===== config.mk =====
export PLATFORM = sky130hd
export DESIGN_NAME = cnv_psum_quant
export DESIGN_NICKNAME = d
export VERILOG_FILES = /design/src/rtl/cnv_psum_quant.sv
export SDC_FILE = /design/constraint.sdc
export NUM_CORES = 1
export LEC_CHECK = 0
export ABC_AREA = 1
export CORE_UTILIZATION = 50
export DETAILED_ROUTE_END_ITERATION = 7
export GPL_TIMING_DRIVEN = 0
export HOLD_SLACK_MARGIN = 0.12
export PLACE_DENSITY = 0.73
export SLEW_MARGIN = 20
export SYNTH_ARGS = -nofsm -noshare
export SYNTH_HDL_FRONTEND = slang
export SYNTH_SLANG_ARGS = --single-unit
export TNS_END_PERCENT = 5

===== constraint.sdc =====
create_clock -name clk -period 3.5 [get_ports clk]
set_input_delay 0.525 -clock clk [delete_from_list [all_inputs] [get_ports clk]]
set_output_delay 0.525 -clock clk [all_outputs]
set_load 0.05 [all_outputs]

===== src/rtl/cnv_psum_quant.sv =====
// Requantises MAC partial sums: bias add, optional ReLU, rounding right shift and saturation.
// Results queue in a small FWFT FIFO that back-pressures the PE controller.
module cnv_psum_quant #(
  parameter int unsigned DATA_WIDTH  = 8,
  parameter int unsigned BLOCK_DEPTH = 32,
  parameter int unsigned PSUM_WIDTH  = 2 * DATA_WIDTH + $clog2(BLOCK_DEPTH * 3),
  parameter int unsigned SHIFT_WIDTH = 5,
  parameter int unsigned FIFO_DEPTH  = 4,
  localparam int unsigned CntWidth   = $clog2(FIFO_DEPTH) + 1
) (
  input  logic                   clk,
  input  logic                   rst,
  input  logic                   PECMAC_Sta,
  input  logic                   MACPEC_Fnh,
  input  logic [PSUM_WIDTH-1:0]  MACCNV_Mac,
  input  logic [PSUM_WIDTH-1:0]  CFG_Bias,
  input  logic [SHIFT_WIDTH-1:0] CFG_Shift,
  input  logic                   CFG_Relu,
  output logic [DATA_WIDTH-1:0]  CNVOUT_Dat,
  output logic                   CNVOUT_Vld,
  input  logic                   OUTCNV_Rdy,
  output logic                   CNVPEC_Full,
  output logic                   CNV_Ovf,
  output logic [CntWidth-1:0]    CNV_Cnt
);

  localparam int unsigned S1W  = PSUM_WIDTH + 1;
  localparam int unsigned S2W  = PSUM_WIDTH + 2;
  localparam int unsigned PtrW = $clog2(FIFO_DEPTH);
  localparam logic signed [S2W-1:0] SatMax = S2W'((1 << (DATA_WIDTH - 1)) - 1);
  localparam logic signed [S2W-1:0] SatMin = ~SatMax;

  // Capture control
  logic fnh_q, armed_q, armed_d, cap;

  assign cap     = armed_q & MACPEC_Fnh & ~fnh_q;
  assign armed_d = PECMAC_Sta | (armed_q & ~cap);

  always_ff @(posedge clk) begin
    if (rst) begin
      fnh_q   <= 1'b1;
      armed_q <= 1'b0;
    end else begin
      fnh_q   <= MACPEC_Fnh;
      armed_q <= armed_d;
    end
  end

  // Pipeline stages
  logic                   s1_vld_q, s2_vld_q, s3_vld_q;
  logic signed [S1W-1:0]  s1_q, s1_d;
  logic [SHIFT_WIDTH-1:0] s1_shift_q;
  logic                   s1_relu_q;
  logic signed [S2W-1:0]  s2_q, s2_d, relu_val, half;
  logic [DATA_WIDTH-1:0]  s3_q, s3_d;

  always_comb begin
    s1_d = {MACCNV_Mac[PSUM_WIDTH-1], MACCNV_Mac} + {CFG_Bias[PSUM_WIDTH-1], CFG_Bias};
  end

  always_comb begin
    relu_val = (s1_relu_q && s1_q[S1W-1]) ? '0 : {s1_q[S1W-1], s1_q};
    half     = '0;
    if (s1_shift_q != '0) begin
      half = {{(S2W-1){1'b0}}, 1'b1} << (s1_shift_q - 1'b1);
    end
    // Shifts beyond the operand range round to exactly zero; skip the unrepresentable half.
    if (32'(s1_shift_q) > S1W) begin
      s2_d = '0;
    end else begin
      s2_d = (relu_val + half) >>> s1_shift_q;
    end
  end

  always_comb begin
    if (s2_q > SatMax) begin
      s3_d = {1'b0, {(DATA_WIDTH-1){1'b1}}};
    end else if (s2_q < SatMin) begin
      s3_d = {1'b1, {(DATA_WIDTH-1){1'b0}}};
    end else begin
      s3_d = s2_q[DATA_WIDTH-1:0];
    end
  end

  always_ff @(posedge clk) begin
    if (rst) begin
      s1_vld_q   <= 1'b0;
      s2_vld_q   <= 1'b0;
      s3_vld_q   <= 1'b0;
      s1_q       <= '0;
      s1_shift_q <= '0;
      s1_relu_q  <= 1'b0;
      s2_q       <= '0;
      s3_q       <= '0;
    end else begin
      s1_vld_q <= cap;
      s2_vld_q <= s1_vld_q;
      s3_vld_q <= s2_vld_q;
      if (cap) begin
        s1_q       <= s1_d;
        s1_shift_q <= CFG_Shift;
        s1_relu_q  <= CFG_Relu;
      end
      if (s1_vld_q) s2_q <= s2_d;
      if (s2_vld_q) s3_q <= s3_d;
    end
  end

  // Output FIFO
  logic [DATA_WIDTH-1:0] mem_q [FIFO_DEPTH];
  logic [PtrW-1:0]       wptr_q, rptr_q;
  logic [CntWidth-1:0]   cnt_q, cnt_d;
  logic                  ovf_q, fifo_full, pop, push_ok, drop;

  assign fifo_full = (cnt_q == CntWidth'(FIFO_DEPTH));
  assign CNVOUT_Vld = (cnt_q != '0);
  assign pop       = CNVOUT_Vld & OUTCNV_Rdy;
  // A simultaneous pop frees the slot, so a push to a full FIFO is still accepted.
  assign push_ok   = s3_vld_q & (~fifo_full | pop);
  assign drop      = s3_vld_q & fifo_full & ~pop;
  assign cnt_d     = cnt_q + CntWidth'(push_ok) - CntWidth'(pop);

  always_ff @(posedge clk) begin
    if (rst) begin
      wptr_q <= '0;
      rptr_q <= '0;
      cnt_q  <= '0;
      ovf_q  <= 1'b0;
    end else begin
      cnt_q <= cnt_d;
      if (push_ok) wptr_q <= wptr_q + PtrW'(1);
      if (pop)     rptr_q <= rptr_q + PtrW'(1);
      if (drop)    ovf_q  <= 1'b1;
    end
  end

  always_ff @(posedge clk) begin
    if (push_ok) mem_q[wptr_q] <= s3_q;
  end

  assign CNVOUT_Dat  = CNVOUT_Vld ? mem_q[rptr_q] : '0;
  assign CNV_Cnt     = cnt_q;
  assign CNV_Ovf     = ovf_q;
  assign CNVPEC_Full = ({1'b0, cnt_q} + (CntWidth+1)'(s1_vld_q) + (CntWidth+1)'(s2_vld_q)
                        + (CntWidth+1)'(s3_vld_q)) >= (CntWidth+1)'(FIFO_DEPTH);

endmodule


==> impl_metrics.json, run 1 <==
{
  "status": "complete, but fails checks",
  "violations": "negative setup slack",
  "syn_nets": 1553,
  "yosys.area_share.simple_pct": 36.5,
  "reg2reg_slack_ps": -20,
  "holdWs_ps": 470,
  "maxSlewHeadroom_pct": 46.7,
  "viasPerCell": 5.43,
  "finalWirelength_mm": 27.6,
  "cp_data_required_time_ps": 3710,
  "dpl-instance-area_um2": 10100,
  "fp.dieArea_um2": 18700,
  "start_util_pct": 51.8,
  "finalCritPeriodShare_pct": 101,
  "antenna_left": 0,
  "synth-seq-area-share_pct": 27.8,
  "crit_fanout": 5,
  "num_rows": 48,
  "maxCapViolCount": 0,
  "setup.worst_path.end": "s2_q[2]$_SDFFE_PP0P_",
  "gr-total-overflow": 0,
  "drc": 0,
  "fmax_mhz": 284,
  "grt_use_total_pct": 29.1,
  "clock_skew_ps": 13.5,
  "synth_compound_area_share_pct": 13.8,
  "end_kind": "flop",
  "min_period_ps": 3520,
  "numClockSinks": 110,
  "cts_buffers": 9,
  "final-hold-violation-count": 0,
  "dp_hpwl_mm": 21.7,
  "hold_buffers": 0,
  "core_um2": 17500,
  "fin_nets": 1652,
  "synth-seq-cells": 110,
  "start_kind": "flop",
  "r2r_end": "s2_q[2]$_SDFFE_PP0P_",
  "grt_pass1_wl_mm": 42.4,
  "clk_path_buf_depth": 2,
  "netlist_instances": 1436,
  "clock-root-buffer": "clkbuf_16",
  "drive_above_1_share_pct": 16.7,
  "post_drt_wl_per_cell_um": 15.6,
  "die_h_um": 137,
  "setup_viol": 5,
  "stdcell_area_um2": 11300,
  "synth_mux_area_share_pct": 0,
  "clk_pin_slew_ps": 80,
  "total_power_w": 0.00370,
  "reg2regPathDepth": 22,
  "path_class": "flop to flop",
  "rr_startpoint": "s1_shift_q[1]$_SDFFE_PP0P_",
  "synth_xor_area_share_pct": 2.12,
  "areaGrowthSynthToFinish_pct": 24.2,
  "ir_drop_mv": 0.585,
  "finalMaxSlewViolations": 0,
  "rsz0062_at_grt": "true",
  "synthDominantCellAreaShare_pct": 17.2,
  "cts_tree": "built",
  "fp.dieW_um": 137,
  "grt_pass1_vias": 8735,
  "synth_area_um2": 9080,
  "worst_slew_pin_slew_ps": 797,
  "diodes": 0,
  "worstPathArrival_ps": 3730,
  "cts-htree-levels": 3,
  "worstSetupStartpoint": "s1_shift_q[1]$_SDFFE_PP0P_",
  "synth.avg_cell_area_um2": 6.32,
  "ios": 71,
  "dr_total_vias": 9577,
  "synth_area_leaders": "dfxtp_1 17%, nand2_1 17%, edfxtp_1 11%, inv_1 8.3%, ha_1 7.7%",
  "grt_start_max_net_pins": 22,
  "globalplace.congestion": 0.977,
  "fill_cells": 1685,
  "synth_top_family_by_area": "simple AND/OR/NAND/NOR gates",
  "antenna_found_initial": 0,
  "synth_top_cell_by_area": "dfxtp_1",
  "cellPowerDensity_nw_per_um2": 328,
  "ys_types": 49,
  "hold_path_class": "flop to flop",
  "drtIter0Drc": 745,
  "first_pass_iters": 5,
  "dp_slack_ps": -713,
  "finalWorstSetupSlack_ps": -20.0,
  "leakage_nw": 5.30,
  "synth-adder-area-share_pct": 8.60,
  "port_buffers": 69,
  "clock_latency_ps": 350,
  "yosysWarnings": 0
}
==> state kept, by name, indices dropped and copies added (netlist names), 2 cells and up, named ones only <==
register,count
rptr_q,2
s2_q,25
CNV_Cnt,3
mem_q,32
s3_q,8
wptr_q,2
s1_q,24
s1_shift_q,5
==> layout by cell type (no fill, tap or decap), drive strengths merged <==
cell type	n
nor3	6
o41ai	1
buf	43
clkbuf	30
nor2	154
dfxtp	78
o21ai	77
o221ai	2
nand3	146
a31oi	5
nor4	11
dlygate4sd1	1
xor2	10
clkinv	5
and2	1
a211oi	1
clkdlybuf4s50	69
fa	4
nand3b	4
a21oi	126
inv	206
xnor2	12
a21boi	1
nand2	426
or2	1
a311o	1
a22oi	1
o21bai	1
o22ai	1
o31ai	1
o211ai	4
nand4	18
edfxtp	32
clkinvlp	3
o21a	2
ha	56
==> routing by layer <==
layer  up-vias  global-route usage, %  share of wire [%]
met5         -                      0                  0
met4         0                   5.92                1.4
met3        34                   4.89                5.6
met2       300                   49.4                 48
met1      4397                   38.6                 45
li1       4846                      -                  -
==> power breakdown <==
group / internal [W] / switching (W)
registers: 0.00134 / 0.0000409
logic: 0.000461 / 0.000853
clock network: 0.000506 / 0.000498
total: 0.00231 / 0.00139
==> synthesized netlist by cell type, drive strengths merged <==
master	n
buf	25
xnor2	12
nand3b	4
o221ai	2
nor2	154
and2	1
inv	205
a311o	1
o21ai	77
o41ai	1
nand4	18
o22ai	1
o211ai	4
o21a	2
or2	1
dfxtp	78
clkinv	2
nand2	426
nand3	146
o31ai	1
nor3	6
dlygate4sd1	1
a211oi	1
nor4	11
ha	56
clkbuf	20
a22oi	1
edfxtp	32
a31oi	5
a21boi	1
a21oi	126
xor2	10
o21bai	1
fa	4
==> cell type report <==
type | instances | area [um^2] | share of cell area (%)
Clock inverter | 7 | 77.6 | 0.688
Inverter | 207 | 787 | 6.98
Clock buffer | 9 | 225 | 2.00
Multi-Input combinational cell | 1073 | 6260 | 55.5
Buffer | 44 | 248 | 2.20
Sequential cell | 110 | 2530 | 22.4
Tap cell | 225 | 282 | 2.50
Timing Repair Buffer | 90 | 873 | 7.74
==> cell families (layout without fill, tap and decap cells) <==
group,Yosys count,count (layout)
flip-flops,110,110
adder cells (fa/ha/maj),60,60
AO/OA/AOI/OAI,224,224
buffers and inverters,253,357
XOR/XNOR,22,22
AND/OR/NAND/NOR,767,767
==> timing repair <==
item,in CTS,in global routing
pin swaps,24,34
setup buffers,13,8
resized for setup,78,103
setup endpoints to repair,25,24
==> how the worst min path moves through the flow <==
stage,startpoint,depth (start not counted),slack [ps],to
CTS,s2_q[11]$_SDFFE_PP0P_,2,470,s2_q[11]$_SDFFE_PP0P_
detailed placement,s2_q[11]$_SDFFE_PP0P_,2,460,s2_q[11]$_SDFFE_PP0P_
floorplan,s1_q[0]$_SDFFE_PP0P_,2,430,s1_q[0]$_SDFFE_PP0P_
global placement,rptr_q[1]$_SDFFE_PP0P_,2,450,flop
global route,s2_q[11]$_SDFFE_PP0P_,2,500,s2_q[11]$_SDFFE_PP0P_
finish,s2_q[10]$_SDFFE_PP0P_,2,470,s2_q[10]$_SDFFE_PP0P_
==> stage by stage <==
stage | setup TNS (ps) | utilization [%] | instances
floorplan | 0 | - | 1436
global placement | -15130 | 57.3 | 1730
detailed placement | -16130 | 57.3 | 1730
CTS | -635 | 61.6 | 1759
global route | -3940 | 64.3 | 1765
finish | -66.1 | 64.3 | 1765
==> critical path, cell delays in order (launching register included) <==
cell and delay [ps]:
dfxtp_2 350, nor2_4 180, nand2_2 100, nor2_4 190, xor2_2 230, buf_4 170, nor2_1 50, ha_1 410
nand2_2 120, inv_1 90, nand2_1 80, nor2_1 160, nand4_1 210, nand4_1 250, nand3_2 120, nand3_1 110
nand3_1 110, nand2_2 100, nand2_1 50, nand2_1 80, nand2_1 50, nand2_1 90, a21oi_2 50
No activity file was read; power rests on OpenSTA's default activity.
==> run 2, diff against run 1 <==
--- a/config.mk
+++ b/config.mk
@@ -8,7 +8,6 @@
 export ABC_AREA = 1
 export CORE_UTILIZATION = 50
 export DETAILED_ROUTE_END_ITERATION = 7
-export GPL_TIMING_DRIVEN = 0
 export HOLD_SLACK_MARGIN = 0.12
 export PLACE_DENSITY = 0.73
 export SLEW_MARGIN = 20
==> run 2 against run 1 <==
The run now ends clean. Final area is 4.3% lower. Setup slack improved by 170 ps. Critical path depth did not move. Clock skew shrank 4.9 ps. Count of clock-buffer cells in the layout is 1 higher.
==> impl_metrics.json, run 2 (synthesized netlist as in run 1, its figures left out) <==
{
  "cts_buffers": 9,
  "finalMaxSlewViolations": 0,
  "drtIter0Drc": 674,
  "cts_tree": "built",
  "wl_met3_mm": 1.30,
  "num_rows": 48,
  "clk_path_buf_depth": 2,
  "globalplace.congestion": 0.964,
  "largest_register_ffs": 32,
  "wl_met1_mm": 11.6,
  "clock-root-buffer": "clkbuf_16",
  "drive_above_1_share_pct": 13.4,
  "rsz0062_at_grt": "true",
  "path_buf_inv": 1,
  "fp.dieW_um": 137,
  "clk_pin_slew_ps": 80,
  "cts-htree-levels": 3,
  "die_h_um": 137,
  "status": "completed",
  "ios": 71,
  "cp_data_required_time_ps": 3720,
  "cpPeakStageDelay_ps": 440,
  "fin_nets": 1624,
  "drc": 0,
  "antenna_found_initial": 0,
  "worstPathArrival_ps": 3580,
  "grt_use_total_pct": 27.4,
  "stdcell_area_um2": 10800,
  "path_class": "flop to flop",
  "top_layer": "met4",
  "final-hold-violation-count": 0,
  "post_drt_wl_per_cell_um": 14.7,
  "setup_viol": 0,
  "maxSlewHeadroom_pct": 46.4,
  "first_pass_iters": 5,
  "regMostFlops": "mem_q",
  "worst_slew_pin_slew_ps": 803,
  "numClockSinks": 110,
  "crit_fanout": 5,
  "wl_met2_mm": 11.9,
  "grt_start_max_net_pins": 51,
  "total_power_w": 0.00365,
  "areaGrowthSynthToFinish_pct": 18.8,
  "start_kind": "flop",
  "reg_top3": "mem_q: 32 flops, s2_q: 25 flops, s1_q: 24 flops",
  "end_kind": "flop",
  "critPathTopFamily": "simple AND/OR/NAND/NOR gates",
  "gr-total-overflow": 0,
  "finalCritPeriodShare_pct": 95.8,
  "holdWs_ps": 457,
  "cp_slowest_cell": "ha_1",
  "cpMostUsedCell": "nand2_1",
  "min_period_ps": 3350,
  "dr_total_vias": 9368,
  "layout_commonest_cell": "nand2_1",
  "hold_path_class": "flop to flop",
  "start_util_pct": 51.8,
  "clock_latency_ps": 360,
  "grt_pass1_vias": 8257,
  "grt_pass1_wl_mm": 40.2,
  "port_buffers": 70,
  "antenna_left": 0,
  "dpl-instance-area_um2": 10100,
  "cellPowerDensity_nw_per_um2": 338,
  "fmax_mhz": 298,
  "dp_hpwl_mm": 20.1,
  "worstPathCellList": "nor2_4 -> nand2_2 -> nor2_4 -> xor2_2 -> buf_4 -> nor2_1 -> ha_1 -> nand2_2 -> nor2_2 -> nand2_1 -> nor2_1 -> nand2_1 -> nand4_1 -> nand3_1 -> nand3_1 -> nand2_1 -> nand2_1 -> nand3_2 -> nand2_2 -> nand2_1 -> nand2_1 -> a21oi_2",
  "leakage_nw": 5.08,
  "clock_skew_ps": 8.57,
  "finalWirelength_mm": 25.5,
  "diodes": 0,
  "viasPerCell": 5.39,
  "fp.dieArea_um2": 18700,
  "core_um2": 17500,
  "final_cell_mix": "383 x nand2_1, 195 x inv_1, 132 x nor2_1",
  "ir_drop_mv": 0.487,
  "maxCapViolCount": 0
}
==> run 2: through the flow <==
| step | instances | util [%] | TNS [ps] | setup WS [ps] |
|---|---|---|---|---|
| 2_1_floorplan | 1436 | - | 0 | 37.5 |
| 3_3_place_gp | 1719 | 57.4 | 0 | 30.9 |
| 3_5_place_dp | 1719 | 57.4 | -28.1 | -28.1 |
| 4_1_cts | 1735 | 59.0 | 0 | 2.26 |
| 5_1_grt | 1737 | 61.5 | -740 | -76.8 |
| 6_report | 1737 | 61.5 | 0 | 146 |
==> run 2: tightest hold or removal path, cell delays in order, from the launching register on <==
cell and delay (ps):
dfxtp_1 300, inv_1 60, a21oi_1 50
==> run 2: area by class of cell <==
| class | instances | area, um^2 |
|---|---|---|
| clock buffers | 10 | 229 |
| clock inverters | 6 | 50.0 |
| fillers | 1713 | 6750 |
| inverters | 207 | 777 |
| multi-input cells | 1073 | 5940 |
| flip-flops and latches | 110 | 2520 |
| well taps | 225 | 282 |
| repair buffers | 106 | 990 |
==> run 2: path summary, 6_finish.rpt <==
path                               from                    end  slack (ps)  depth (start not counted)
max          s1_shift_q[1]$_SDFFE_PP0P_  s2_q[17]$_SDFFE_PP0P_         150                         22
min                s1_q[0]$_SDFFE_PP0P_   s1_q[0]$_SDFFE_PP0P_         460                          2
min reg2reg        s1_q[0]$_SDFFE_PP0P_   s1_q[0]$_SDFFE_PP0P_         460                          2
max reg2reg  s1_shift_q[1]$_SDFFE_PP0P_  s2_q[17]$_SDFFE_PP0P_         150                         22
==> run 2: timing repair <==
item                       in CTS  in global routing
buffers inserted                0                  2
setup endpoints to repair       2                 24
gates resized for setup         3                107
pin swaps                       0                 22
gates cloned                    0                  0
hold buffers                    0                  0
==> run 2: power by group <==
group	total [W]	internal, W	switching [W]
sequential	0.00139	0.00134	0.0000509
clock	0.000977	0.000496	0.000481
combinational	0.00128	0.000464	0.000812
total	0.00365	0.00230	0.00134
==> run 2: routing by layer <==
metal | vias to the layer above | GRT usage [%]
li1 | 4790 | -
met2 | 299 | 45.1
met1 | 4229 | 36.6
met5 | - | 0
met3 | 50 | 4.07
met4 | 0 | 8.91
